--- config.mk ---
export PLATFORM = sky130hd
export DESIGN_NAME = serial_adder_flat
export DESIGN_NICKNAME = d
export VERILOG_FILES = /design/src/rtl/serial_adder_if.sv /design/src/rtl/serial_adder.sv /design/src/flat_wrapper.sv
export SDC_FILE = /design/constraint.sdc
export NUM_CORES = 1
export LEC_CHECK = 0
export CORE_UTILIZATION = 48
export CTS_BUF_LIST = sky130_fd_sc_hd__clkbuf_8
export DETAILED_ROUTE_END_ITERATION = 10
export PLACE_DENSITY = 0.78
export SYNTH_ARGS = -nofsm -noshare
export SYNTH_HDL_FRONTEND = slang
export SYNTH_SLANG_ARGS = --single-unit
--- constraint.sdc ---
create_clock -name clk -period 1.7 [get_ports clk]
set_clock_uncertainty 0.1 [all_clocks]
set_input_delay 0.34 -clock clk [delete_from_list [all_inputs] [get_ports clk]]
set_output_delay 0.34 -clock clk [all_outputs]
set_load 0.01 [all_outputs]
--- src/rtl/serial_adder_if.sv ---
// ============================================================================
// serial_adder_if : start/busy/done handshake and operand/result bundle
// Revision: 1.0
// ============================================================================
`default_nettype none

interface serial_adder_if #(
    parameter int WIDTH = 8
);
    logic             start;
    logic [WIDTH-1:0] a;
    logic [WIDTH-1:0] b;
    logic             cin;
    logic             busy;
    logic             done;
    logic [WIDTH-1:0] sum;
    logic             cout;
    logic             ovf;

    modport master (
        output start, a, b, cin,
        input  busy, done, sum, cout, ovf
    );

    modport slave (
        input  start, a, b, cin,
        output busy, done, sum, cout, ovf
    );
endinterface

`default_nettype wire

--- src/rtl/serial_adder.sv ---
// ============================================================================
// serial_adder : bit-serial WIDTH-bit adder, LSB first, one bit per clock
// Revision: 1.0
// ============================================================================
`default_nettype none

module serial_adder #(
    parameter int WIDTH = 8,
    parameter int CNT_W = $clog2(WIDTH)
) (
    input  wire logic     clk,
    input  wire logic     rst_n,
    serial_adder_if.slave bus
);

    typedef enum logic [1:0] {
        ST_IDLE = 2'd0,
        ST_RUN  = 2'd1,
        ST_DONE = 2'd2
    } state_t;

    localparam logic [CNT_W-1:0] c_LAST_BIT = CNT_W'(WIDTH - 1);

    state_t           r_state;
    logic [WIDTH-1:0] r_a_sr;
    logic [WIDTH-1:0] r_b_sr;
    logic [WIDTH-1:0] r_s_sr;
    logic             r_carry;
    logic [CNT_W-1:0] r_cnt;
    logic             r_busy;
    logic             r_done;
    logic [WIDTH-1:0] r_sum;
    logic             r_cout;
    logic             r_ovf;

    logic             w_s;
    logic             w_c_next;
    logic             w_last;

    // Single full-adder cell operating on the current LSBs and the carry flop
    assign w_s      = r_a_sr[0] ^ r_b_sr[0] ^ r_carry;
    assign w_c_next = (r_a_sr[0] & r_b_sr[0]) | (r_carry & (r_a_sr[0] ^ r_b_sr[0]));
    assign w_last   = (r_cnt == c_LAST_BIT);

    always_ff @(posedge clk) begin
        if (!rst_n) begin
            r_state <= ST_IDLE;
            r_a_sr  <= '0;
            r_b_sr  <= '0;
            r_s_sr  <= '0;
            r_carry <= 1'b0;
            r_cnt   <= '0;
            r_busy  <= 1'b0;
            r_done  <= 1'b0;
            r_sum   <= '0;
            r_cout  <= 1'b0;
            r_ovf   <= 1'b0;
        end else begin
            case (r_state)
                // DONE accepts a new start exactly like IDLE (back-to-back mode)
                ST_IDLE, ST_DONE: begin
                    r_done <= 1'b0;
                    if (bus.start) begin
                        r_a_sr  <= bus.a;
                        r_b_sr  <= bus.b;
                        r_s_sr  <= '0;
                        r_carry <= bus.cin;
                        r_cnt   <= '0;
                        r_busy  <= 1'b1;
                        r_state <= ST_RUN;
                    end else begin
                        r_state <= ST_IDLE;
                    end
                end
                ST_RUN: begin
                    r_a_sr  <= r_a_sr >> 1;
                    r_b_sr  <= r_b_sr >> 1;
                    r_s_sr  <= {w_s, r_s_sr[WIDTH-1:1]};
                    r_carry <= w_c_next;
                    if (w_last) begin
                        // r_carry here is the carry into the MSB
                        r_sum   <= {w_s, r_s_sr[WIDTH-1:1]};
                        r_cout  <= w_c_next;
                        r_ovf   <= r_carry ^ w_c_next;
                        r_done  <= 1'b1;
                        r_busy  <= 1'b0;
                        r_state <= ST_DONE;
                    end else begin
                        r_cnt <= r_cnt + CNT_W'(1);
                    end
                end
                default: begin
                    r_state <= ST_IDLE;
                    r_busy  <= 1'b0;
                    r_done  <= 1'b0;
                end
            endcase
        end
    end

    assign bus.busy = r_busy;
    assign bus.done = r_done;
    assign bus.sum  = r_sum;
    assign bus.cout = r_cout;
    assign bus.ovf  = r_ovf;

endmodule

`default_nettype wire

--- src/flat_wrapper.sv ---
// flat-port wrapper written by rule: the top's interface ports become plain ports
module serial_adder_flat 
#(
    parameter int WIDTH = 8,
    parameter int CNT_W = $clog2(WIDTH)
)
  (clk, rst_n, bus_start, bus_a, bus_b, bus_cin, bus_busy, bus_done, bus_sum, bus_cout, bus_ovf);
  serial_adder_if #(.WIDTH(WIDTH)) bus_i ();
  input  wire logic clk;
  input  wire logic rst_n;
  input wire logic [$bits(bus_i.start)-1:0] bus_start;
  input wire logic [$bits(bus_i.a)-1:0] bus_a;
  input wire logic [$bits(bus_i.b)-1:0] bus_b;
  input wire logic [$bits(bus_i.cin)-1:0] bus_cin;
  output wire logic [$bits(bus_i.busy)-1:0] bus_busy;
  output wire logic [$bits(bus_i.done)-1:0] bus_done;
  output wire logic [$bits(bus_i.sum)-1:0] bus_sum;
  output wire logic [$bits(bus_i.cout)-1:0] bus_cout;
  output wire logic [$bits(bus_i.ovf)-1:0] bus_ovf;
  assign bus_i.start = bus_start;
  assign bus_i.a = bus_a;
  assign bus_i.b = bus_b;
  assign bus_i.cin = bus_cin;
  assign bus_busy = bus_i.busy;
  assign bus_done = bus_i.done;
  assign bus_sum = bus_i.sum;
  assign bus_cout = bus_i.cout;
  assign bus_ovf = bus_i.ovf;
  serial_adder #(.WIDTH(WIDTH), .CNT_W(CNT_W)) u_core (.clk(clk), .rst_n(rst_n), .bus(bus_i));
endmodule
==> impl_metrics.json <==
{
  "synth-edff-count": 0,
  "syn_to_final_growth_pct": 29.3,
  "clk_pin_slew_ps": 80,
  "seqCellArea_um2": 821,
  "yosysWarnings": 0,
  "timing.rr.start": "u_core.r_cnt[0]$_SDFFE_PN0P_",
  "cts.sinks": 41,
  "hp-start": "u_core.bus.sum[5]$_SDFFE_PN0P_",
  "synth_seq_cells": 41,
  "timing.final.crit_share_pct": 95.2,
  "post_cts_resize_count": 0,
  "yosysSeqAreaShare_pct": 50.3,
  "core_area_um2": 3130,
  "fin_crit_ps": 1620,
  "n_antenna_cell": 0,
  "drive_above_1_share_pct": 9.70,
  "cts.path.max_buffers": 2,
  "wl_per_cell_um": 11.4,
  "syn_area_per_cell_um2": 8.12,
  "worst_setup_path_start_kind": "register",
  "initial_core_util_pct": 52.2,
  "crit_type": "reg2reg",
  "die_area_um2": 3640,
  "grt_max_degree": 27,
  "finalMaxSlewViolations": 0,
  "grt_pass1_wl_mm": 5.61,
  "cp_data_arrival_time_ps": 1710,
  "postSynth.asyncResetShare_pct": 0,
  "path_max_fanout": 6,
  "critPathCaptureType": "register",
  "root_buffer": "clkbuf_8",
  "synth_nets": 224,
  "finalInstanceArea_um2": 2110,
  "postPlaceCellArea_um2": 2020,
  "rsz0062_at_grt": "no",
  "multi_input_area_um2": 726,
  "via_count": 1463,
  "p_leak_nw": 0.765,
  "yosysUniqueCellTypes": 22,
  "p_total_w": 0.00189,
  "min_path_type": "reg2reg",
  "drtIter0Drc": 77,
  "cts_tree": "done",
  "via_per_inst": 5.21,
  "dieWidth_um": 60.3,
  "grt-ovfl-total": 0,
  "worstSetupStartpoint": "u_core.r_cnt[0]$_SDFFE_PN0P_",
  "syn_area_um2": 1630,
  "p_per_area_nw_per_um2": 896,
  "ctsHtreeMaxLevel": 2,
  "drc": 0,
  "syn_inst": 201,
  "clkLatencyLatePin_ps": 290,
  "drt-pass1-iter-count": 4,
  "hpwl_mm": 2.22,
  "die_h_um": 60.3,
  "grt_pass1_vias": 1320,
  "final_cell_mix": "nand2_1, dfxtp_1, clkdlybuf4s50_1, a21oi_1, nand3_1",
  "hold_viol": 0,
  "wl_mm": 3.21,
  "setup_tns_ps": 0,
  "place_congestion": 0.759,
  "synth_ff_type": "dfxtp_1",
  "slew_headroom_pct": 83.7,
  "setup_violations": 0,
  "crit_required_ps": 1790,
  "peakVddDrop_v": 0.000524,
  "pin_count": 32,
  "grtUsageTotal_pct": 20.8,
  "maxCapViolations": 0,
  "final_common_cell": "nand2_1",
  "antenna_found_initial": 0,
  "placementRows": 20,
  "nets": 259,
  "fill_cells": 265,
  "cts_buffers": 5,
  "detail-route-antenna-nets": 0,
  "tightest_slew_ps": 244,
  "fmax_mhz": 618,
  "cts_hold_buf": 0,
  "status": "complete, no violations",
  "io_buffers": 31
}
[registers in the layout, summed over array words and instances (netlist names)]
signal	count
u_core.bus.sum	8
u_core.r_a_sr	8
u_core.r_b_sr	8
u_core.r_s_sr	7
u_core.r_cnt	3
u_core.r_state	2
u_core.bus.busy	1
u_core.bus.cout	1
u_core.bus.done	1
u_core.bus.ovf	1
u_core.r_carry	1
[cell type report]
type	instances	share of cell area [%]
clock buffer	5	3.26
clock inverter	3	0.829
inverter	1	0.178
multi-input combinational	143	34.4
sequential	41	38.9
tap	44	2.61
timing repair buffer	44	19.9
[where the power goes]
part / internal [W] / total [W] / switching [W] / leakage, nW
logic: 0.000119 / 0.000243 / 0.000124 / 0.386
registers: 0.00101 / 0.00104 / 0.0000284 / 0.335
clock network: 0.000283 / 0.000613 / 0.000330 / 0.0439
[worst paths after layout]
kind	slack, ps	to	depth (start not counted)
max	80	u_core.r_cnt[0]$_SDFFE_PN0P_	5
min reg2reg	350	u_core.bus.sum[5]$_SDFFE_PN0P_	2
max reg2reg	80	u_core.r_cnt[0]$_SDFFE_PN0P_	5
min	350	u_core.bus.sum[5]$_SDFFE_PN0P_	2
[layer usage]
layer  global-route usage [%]  share of wire (%)
met1                     25.2                 46
met2                     34.5                 48
met3                     4.55                3.9
met4                     10.6                1.7
met5                        0                  0
[cell families after synthesis]
group / count (synthesis) / share of synthesized area, %
and+or+nand+nor: 85 / 23.2
AOI/OAI and AO/OA: 54 / 17.9
DFF: 41 / 50.3
buffers and inverters: 17 / 5.29
adders and majority gates: 3 / 2.76
xor gates and xnor gates: 1 / 0.536
[cell usage after synthesis (all sizes together), types with 2 or more instances]
master,number,share of area [%]
nand2b,2,0.77
o21ai,16,4.9
a21oi,22,6.7
a31oi,15,5.7
nand3,18,5.5
nor2,5,1.1
buf,10,3.7
nand3b,3,1.4
nand2,50,11
dfxtp,41,50
nor3,2,0.61
ha,2,1.5
nor2b,2,0.77
clkbuf,6,1.4
[metrics by stage]
| step | hold slack, ps | cells | utilization [%] | worst slack [ps] |
|---|---|---|---|---|
| final | 354 | 281 | 67.5 | 82.4 |
| after global routing | 370 | 281 | 67.5 | 13.5 |
| after CTS | 357 | 280 | 67.3 | 43.7 |
| after detailed placement | 347 | 272 | 64.5 | 63.4 |
| after global placement | 343 | 272 | 64.5 | 95.4 |
| after floorplan | 345 | 201 | - | 118 |
[critical path, stage by stage (launching register included)]
cell	delay (ps)
dfxtp_1	330
ha_1	210
ha_1	260
nor3b_2	270
nor2_1	110
a31o_2	240
[timing repair]
action                                  4_1_cts  5_1_grt
endpoints found under the setup margin        0       10
endpoints found under the hold margin         0        0
buffers inserted                              0        1
No activity file was read; power rests on OpenSTA's default activity.
